<file path="src/rtl/pc_gen.sv">
// rtl/pc_gen.sv - program-counter generator feeding the IF stage (RUN/DRAIN/HALT).
// Optional perf counters are built only when PC_PERF_EN is defined.
module pc_gen #(
   parameter logic [7:0] RESET_PC     = 8'h00,
   parameter int         DRAIN_CYCLES = 4,
   parameter int         PERF_W       = 16
) (
   input  logic              clk,
   input  logic              rst,
   input  logic              stall,
   input  logic              branch_taken,
   input  logic [7:0]        branch_pc,
   input  logic [15:0]       branch_offset,
   input  logic              jump,
   input  logic [25:0]       jump_index,
   input  logic              jr,
   input  logic [31:0]       jr_target,
   input  logic              halt_req,
   output logic [7:0]        pc_out,
   output logic [7:0]        pc_plus1,
   output logic              pc_valid,
   output logic              flush_out,
   output logic              halted,
   output logic [PERF_W-1:0] redirect_count,
   output logic [PERF_W-1:0] stall_count
);

   typedef enum logic [1:0] {
      RUN   = 2'd0,
      DRAIN = 2'd1,
      HALT  = 2'd2
   } state_t;

   localparam logic [3:0] DRAIN_LAST = 4'(DRAIN_CYCLES - 1);

   state_t     state_q, state_d;
   logic [7:0] pc_q, pc_d;
   logic [3:0] drain_q, drain_d;
   logic       valid_q, valid_d;
   logic       flush_q, flush_d;
   logic       halted_q, halted_d;
   logic       redirect, stall_hold;
   logic [7:0] target;

   always_comb begin
      if (jr)
         target = jr_target[7:0];
      else if (jump)
         target = jump_index[7:0];
      else
         target = branch_pc + 8'd1 + branch_offset[7:0];
   end

   always_comb begin
      state_d    = state_q;
      pc_d       = pc_q;
      drain_d    = drain_q;
      valid_d    = valid_q;
      flush_d    = 1'b0;
      halted_d   = halted_q;
      redirect   = 1'b0;
      stall_hold = 1'b0;
      case (state_q)
         RUN: begin
            // valid_q is low in RUN only on the first cycle out of reset
            if (!valid_q) begin
               valid_d = 1'b1;
            end else if (halt_req) begin
               state_d = DRAIN;
               valid_d = 1'b0;
               drain_d = 4'd0;
            end else if (jr || jump || branch_taken) begin
               pc_d     = target;
               flush_d  = 1'b1;
               redirect = 1'b1;
            end else if (stall) begin
               stall_hold = 1'b1;
            end else begin
               pc_d = pc_q + 8'd1;
            end
         end
         DRAIN: begin
            drain_d = drain_q + 4'd1;
            if (drain_q == DRAIN_LAST) begin
               state_d  = HALT;
               halted_d = 1'b1;
            end
         end
         HALT: begin
         end
         default: state_d = RUN;
      endcase
   end

   always_ff @(posedge clk) begin
      if (rst) begin
         state_q  <= RUN;
         pc_q     <= RESET_PC;
         drain_q  <= 4'd0;
         valid_q  <= 1'b0;
         flush_q  <= 1'b0;
         halted_q <= 1'b0;
      end else begin
         state_q  <= state_d;
         pc_q     <= pc_d;
         drain_q  <= drain_d;
         valid_q  <= valid_d;
         flush_q  <= flush_d;
         halted_q <= halted_d;
      end
   end

   assign pc_out    = pc_q;
   assign pc_plus1  = pc_q + 8'd1;
   assign pc_valid  = valid_q;
   assign flush_out = flush_q;
   assign halted    = halted_q;

`ifdef PC_PERF_EN
   logic [PERF_W-1:0] redirect_count_q, redirect_count_d;
   logic [PERF_W-1:0] stall_count_q, stall_count_d;

   always_comb begin
      redirect_count_d = redirect_count_q;
      stall_count_d    = stall_count_q;
      if (redirect && (redirect_count_q != '1))
         redirect_count_d = redirect_count_q + 1'b1;
      if (stall_hold && (stall_count_q != '1))
         stall_count_d = stall_count_q + 1'b1;
   end

   always_ff @(posedge clk) begin
      if (rst) begin
         redirect_count_q <= '0;
         stall_count_q    <= '0;
      end else begin
         redirect_count_q <= redirect_count_d;
         stall_count_q    <= stall_count_d;
      end
   end

   assign redirect_count = redirect_count_q;
   assign stall_count    = stall_count_q;

   logic unused_bits;
   assign unused_bits = &{1'b0, branch_offset[15:8], jump_index[25:8], jr_target[31:8]};
`else
   assign redirect_count = '0;
   assign stall_count    = '0;

   logic unused_bits;
   assign unused_bits = &{1'b0, branch_offset[15:8], jump_index[25:8], jr_target[31:8],
                          redirect, stall_hold};
`endif

endmodule

</file>
<file path="config.mk">
export PLATFORM = sky130hd
export DESIGN_NAME = pc_gen
export DESIGN_NICKNAME = d
export VERILOG_FILES = /design/src/rtl/pc_gen.sv
export SDC_FILE = /design/constraint.sdc
export NUM_CORES = 1
export LEC_CHECK = 0
export CORE_MARGIN = 4
export CORE_UTILIZATION = 34
export DETAILED_ROUTE_END_ITERATION = 12
export GPL_ROUTABILITY_DRIVEN = 1
export HOLD_SLACK_MARGIN = 0.12
export PLACE_DENSITY_LB_ADDON = 0.08
export SLEW_MARGIN = 20
export SYNTH_ARGS = -nofsm -noshare
export SYNTH_HDL_FRONTEND = slang
export SYNTH_SLANG_ARGS = --single-unit
</file>
<file path="constraint.sdc">
create_clock -name clk -period 2.5 [get_ports clk]
set_clock_uncertainty 0.1 [all_clocks]
set_input_delay 0.25 -clock clk [delete_from_list [all_inputs] [get_ports clk]]
set_output_delay 0.25 -clock clk [all_outputs]
set_load 0.01 [all_outputs]
</file>
Yosys cells after proc, flatten, opt, wreduce, memory -nomap -nowiden. Index checks and enable logic that the tools add are counted.

Output and inout bits: 51. Input bits: 89. Word-level logic and storage cells: 44. Flip-flop bits (word level): 17.

Bitwise gates (word level): 4. Reductions and logical operators: 9. Multiplexer cells: 14. Equal/unequal tests: 7. Add/subtract/negate cells: 4.

Operators by type and width (count): $mux W8 (4); $add A8 B1 Y8 const B (2); $add A8 B8 Y8 (1); $mux W4 (2); $pmux W4 S2 (1); $reduce_and A4 Y1 (2); $mux W2 (3); $ne A2 B2 Y1 const B (3); $pmux W2 S3 (1); $add A4 B1 Y4 const B (1); $eq A4 B2 Y1 const B (1); $not A1 Y1 (4); $reduce_or A4 Y1 (1); $mux W1 (3); $reduce_and A3 Y1 (1); $eq A2 B1 Y1 const B (1); $eq A2 B2 Y1 const B (1); $logic_not A2 Y1 (1); $logic_or A1 B1 Y1 (2); $ne A2 B1 Y1 const B (1); $reduce_and A2 Y1 (1); $reduce_bool A2 Y1 (1).

Longest topological paths before layout.
Depth in word-level cells: 5. Mapped depth: 8. Mapped depth without buffers: 8.

Least setup slack after synthesis. Ideal clock, no wire load.

Path type: input to register. From: input branch_pc[0]. To: register pc_q[6] (netlist: pc_out[6]). Data required time: 2.264 ns. Data arrival time: 1.743 ns. Cell stages on the path: 8. Setup time: 0.136 ns. Setup slack: 0.521 ns. Path through: inv_1 -> ha_1 -> fa_1 -> nor2b_1 -> o31a_1 -> mux2_2 -> nor3_1 -> o32ai_2.

Word-level cells in the longest chain between the ends: 5.

RTL lines: start, declared (line 12) `input logic [7:0] branch_pc,`; $add A8 B1 Y8 (line 51) `target = branch_pc + 8'd1 + branch_offset[7:0];`; $add A8 B8 Y8 (line 51); $mux W8 (line 48) `else if (jump)`; $mux W8 (line 46) `if (jr)`; $mux W8 (line 72) `end else if (jr || jump || branch_taken) begin`; end signal, assigned (line 105) `pc_q <= pc_d;`; end, declared (line 37) `logic [7:0] pc_q, pc_d;`.

No other way between the ends. A chain may end at the register's enable or synchronous reset.

Worst setup path in the final report. Ends and elaborated chain as after synthesis.

==> results.json <==
{
  "status": "complete, no violations",
  "grt_use_met2_pct": 25.2,
  "cp.depth": 9,
  "grt_pass1_vias": 1587,
  "num_rows": 26,
  "syn_inst": 229,
  "drtPass1Iterations": 4,
  "yosys.area_share.simple_pct": 22.7,
  "crit_path_start": "branch_pc[0]",
  "syn_area_per_cell_sq_um": 7.82,
  "synth-compound-area-share_pct": 26.3,
  "drv_cap": 0,
  "initial_core_util_pct": 35.1,
  "grt-busiest-layer": "met2",
  "met1_usage_pct": 19.0,
  "antenna_found_initial": 0,
  "synth-main-ff-cell": "dfxtp_1",
  "cp_cell_sequence": "clkdlybuf4s50_1, inv_1, ha_1, fa_1, nor2b_1, o31a_1, mux2_2, nor3_1, o32ai_2",
  "rr_endpoint": "pc_out[7]$_SDFFE_PP0P_",
  "overflow": 0,
  "placed_cell_area_sq_um": 2350,
  "yosysSeqAreaShare_pct": 19.0,
  "yosys.area_share.adder_pct": 7.40,
  "cpPeakStageDelay_ns": 0.45,
  "setup.worst_path.start_class": "input port",
  "path_max_fanout": 2,
  "worstReg2RegStart": "pc_out[2]$_SDFFE_PP0P_",
  "synth-xor-area-share_pct": 4.40,
  "ys_types": 59,
  "io_pins": 140,
  "fill_cells": 529,
  "root_buffer": "clkbuf_8",
  "powerDensity_nw_per_um2": 355,
  "hpwlAfterDp_um": 3880,
  "worst-setup-path-type": "input port to flop",
  "post_cts_buffers": 0,
  "cts-htree-levels": 1,
  "worst_path_max_delay_cell": "clkdlybuf4s50_1",
  "port_buffers": 57,
  "ctsResizeCount": 0,
  "synthMuxAreaShare_pct": 2.37,
  "setup.worst_path.end_class": "flop",
  "utilization_pct": 46.9,
  "crit_end": "pc_out[6]$_SDFFE_PP0P_",
  "fmax_mhz": 425,
  "clock_latency_ns": 0.25,
  "cts_buffers": 3,
  "vias_per_cell": 4.83,
  "initialDrtViolationCount": 86,
  "regToRegSetupSlack_ns": 0.58,
  "core_sq_um": 5110,
  "route.detailed.drc": 0,
  "critical_path.top_delay_family": "adder cells",
  "dr_total_vias": 1726,
  "cts.sinks": 17,
  "tns_ns": 0,
  "async_flop_share_pct": 0,
  "final_cell_area_sq_um": 2390,
  "grtUsageMet3_pct": 2.91,
  "synth-seq-cells": 17,
  "antenna_cells": 0,
  "die_y_um": 80.6,
  "ctsHoldBuffers": 0,
  "die_width_um": 80.6,
  "final_hold_viol_count": 0,
  "p_leak_nw": 0.957,
  "synth_top_family_by_area": "compound AO/OA/AOI/OAI gates",
  "fin_nets": 387,
  "groute.usage.overall_pct": 14.7,
  "path_buf_inv": 2,
  "clock_path_buffers": 2,
  "fin_crit_ns": 2.35,
  "hold_class": "flop to flop",
  "arrival_ns": 2.39,
  "wl_um": 4760,
  "vdd_drop_max_mv": 0.258,
  "drive_above_1_share_pct": 8.71,
  "r2r_cells": 6,
  "synth_warnings": 0,
  "grt_pass1_wl_um": 7480,
  "wl_per_cell_um": 13.3,
  "gp_congestion": 0.813,
  "report.final.slew_viol_count": 0,
  "period_share_pct": 94.0,
  "ant_nets": 0,
  "dieArea_sq_um": 6500,
  "rsz0062_at_grt": "no",
  "setup_viol": 0,
  "grt_max_degree": 18,
  "area_growth_pct": 33.7,
  "synth_edf_count": 0,
  "cp.required_ns": 2.54,
  "cts_tree": "built",
  "clk_pin_slew_worst_paths_ns": 0.07,
  "syn_area_sq_um": 1790
}
-- worst register-to-register path: stages (launching register included) --
cell and delay [ns]:
dfxtp_1 0.45, buf_4 0.19, nand4_1 0.13, nor4b_1 0.34
mux2_2 0.37, o221ai_1 0.16, a21oi_1 0.06
-- logic make-up (layout without fill, tap and decap cells) --
kind of cell | after synthesis | in the layout
compound gates | 65 | 65
xor+xnor | 9 | 9
fa+ha+maj | 10 | 10
buf+inv | 50 | 77
flops | 17 | 17
mux | 4 | 4
other cells | 1 | 32
simple gates | 73 | 73
-- state kept, by name, indices dropped and copies added (netlist names) --
name	flops
halted	1
drain_q	4
pc_out	8
pc_valid	1
flush_out	1
state_q	2
-- per-stage QoR --
step	instances	total power [mW]	setup WS [ns]	hold WS [ns]
2_1_floorplan	260	0.533	0.521	0.223
3_3_place_gp	353	0.643	-0.0945	0.356
3_5_place_dp	353	0.645	-0.0924	0.370
4_1_cts	357	0.858	0.130	0.387
5_1_grt	357	0.906	0.0187	0.425
6_report	357	0.850	0.150	0.380
-- where the power goes --
| group | leakage [nW] | internal, mW | total [mW] | switching, mW |
|---|---|---|---|---|
| registers | 0.138 | 0.284 | 0.306 | 0.0223 |
| logic | 0.793 | 0.173 | 0.332 | 0.160 |
| clock network | 0.0255 | 0.111 | 0.211 | 0.101 |
| total | 0.957 | 0.567 | 0.850 | 0.283 |
-- synthesized netlist by cell type, drive strengths merged (4+ instances only) --
library cell,number,area (sq um)
a21oi,19,106
a221oi,4,41.3
buf,38,272
dfxtp,17,340
ha,9,113
inv,9,33.8
nand2,14,52.6
nand3,5,25.0
nor2,22,90.1
nor2b,5,31.3
nor3,4,31.3
o21ai,13,65.1
xnor2,4,35.0
xor2,5,43.8
-- layout make-up --
| type | instances | area (sq um) | share of cell area [%] |
|---|---|---|---|
| multi-input cells | 193 | 1250 | 52.2 |
| repair buffers | 64 | 636 | 26.5 |
| flip-flops and latches | 17 | 340 | 14.2 |
| well taps | 70 | 87.6 | 3.66 |
| clock buffers | 3 | 41.3 | 1.72 |
| inverters | 9 | 33.8 | 1.41 |
| clock inverters | 1 | 5.00 | 0.209 |
-- routing by layer --
layer	part of all wire (%)	vias to the layer above	routed length, um
li1	-	885	-
met5	0	-	0
met2	47	59	2220
met4	0.69	0	33
met3	7.4	5	350
met1	45	777	2150
-- placed cells by master (no fill, tap or decap), drive strengths merged, types with 5 or more instances in the layout --
cell type / n
a21oi: 19
inv: 9
buf: 7
conb: 32
clkdlybuf4s50: 57
dfxtp: 17
ha: 9
nand2: 14
nand3: 5
xor2: 5
o21ai: 13
nor2b: 5
nor2: 22
-- worst min path at each step --
stage                                 start  slack [ns]  cells after the start                      end
CTS                     halted$_SDFFE_PP0P_        0.39                      2      halted$_SDFFE_PP0P_
global placement        halted$_SDFFE_PP0P_        0.36                      2      halted$_SDFFE_PP0P_
finish                  halted$_SDFFE_PP0P_        0.38                      2      halted$_SDFFE_PP0P_
floorplan                               rst        0.22                      1  drain_q[3]$_SDFFE_PP0P_
global route        drain_q[3]$_SDFFE_PP0P_        0.43                      1  drain_q[3]$_SDFFE_PP0P_
detailed placement      halted$_SDFFE_PP0P_        0.37                      2      halted$_SDFFE_PP0P_
(Power assumes the default switching activity.)
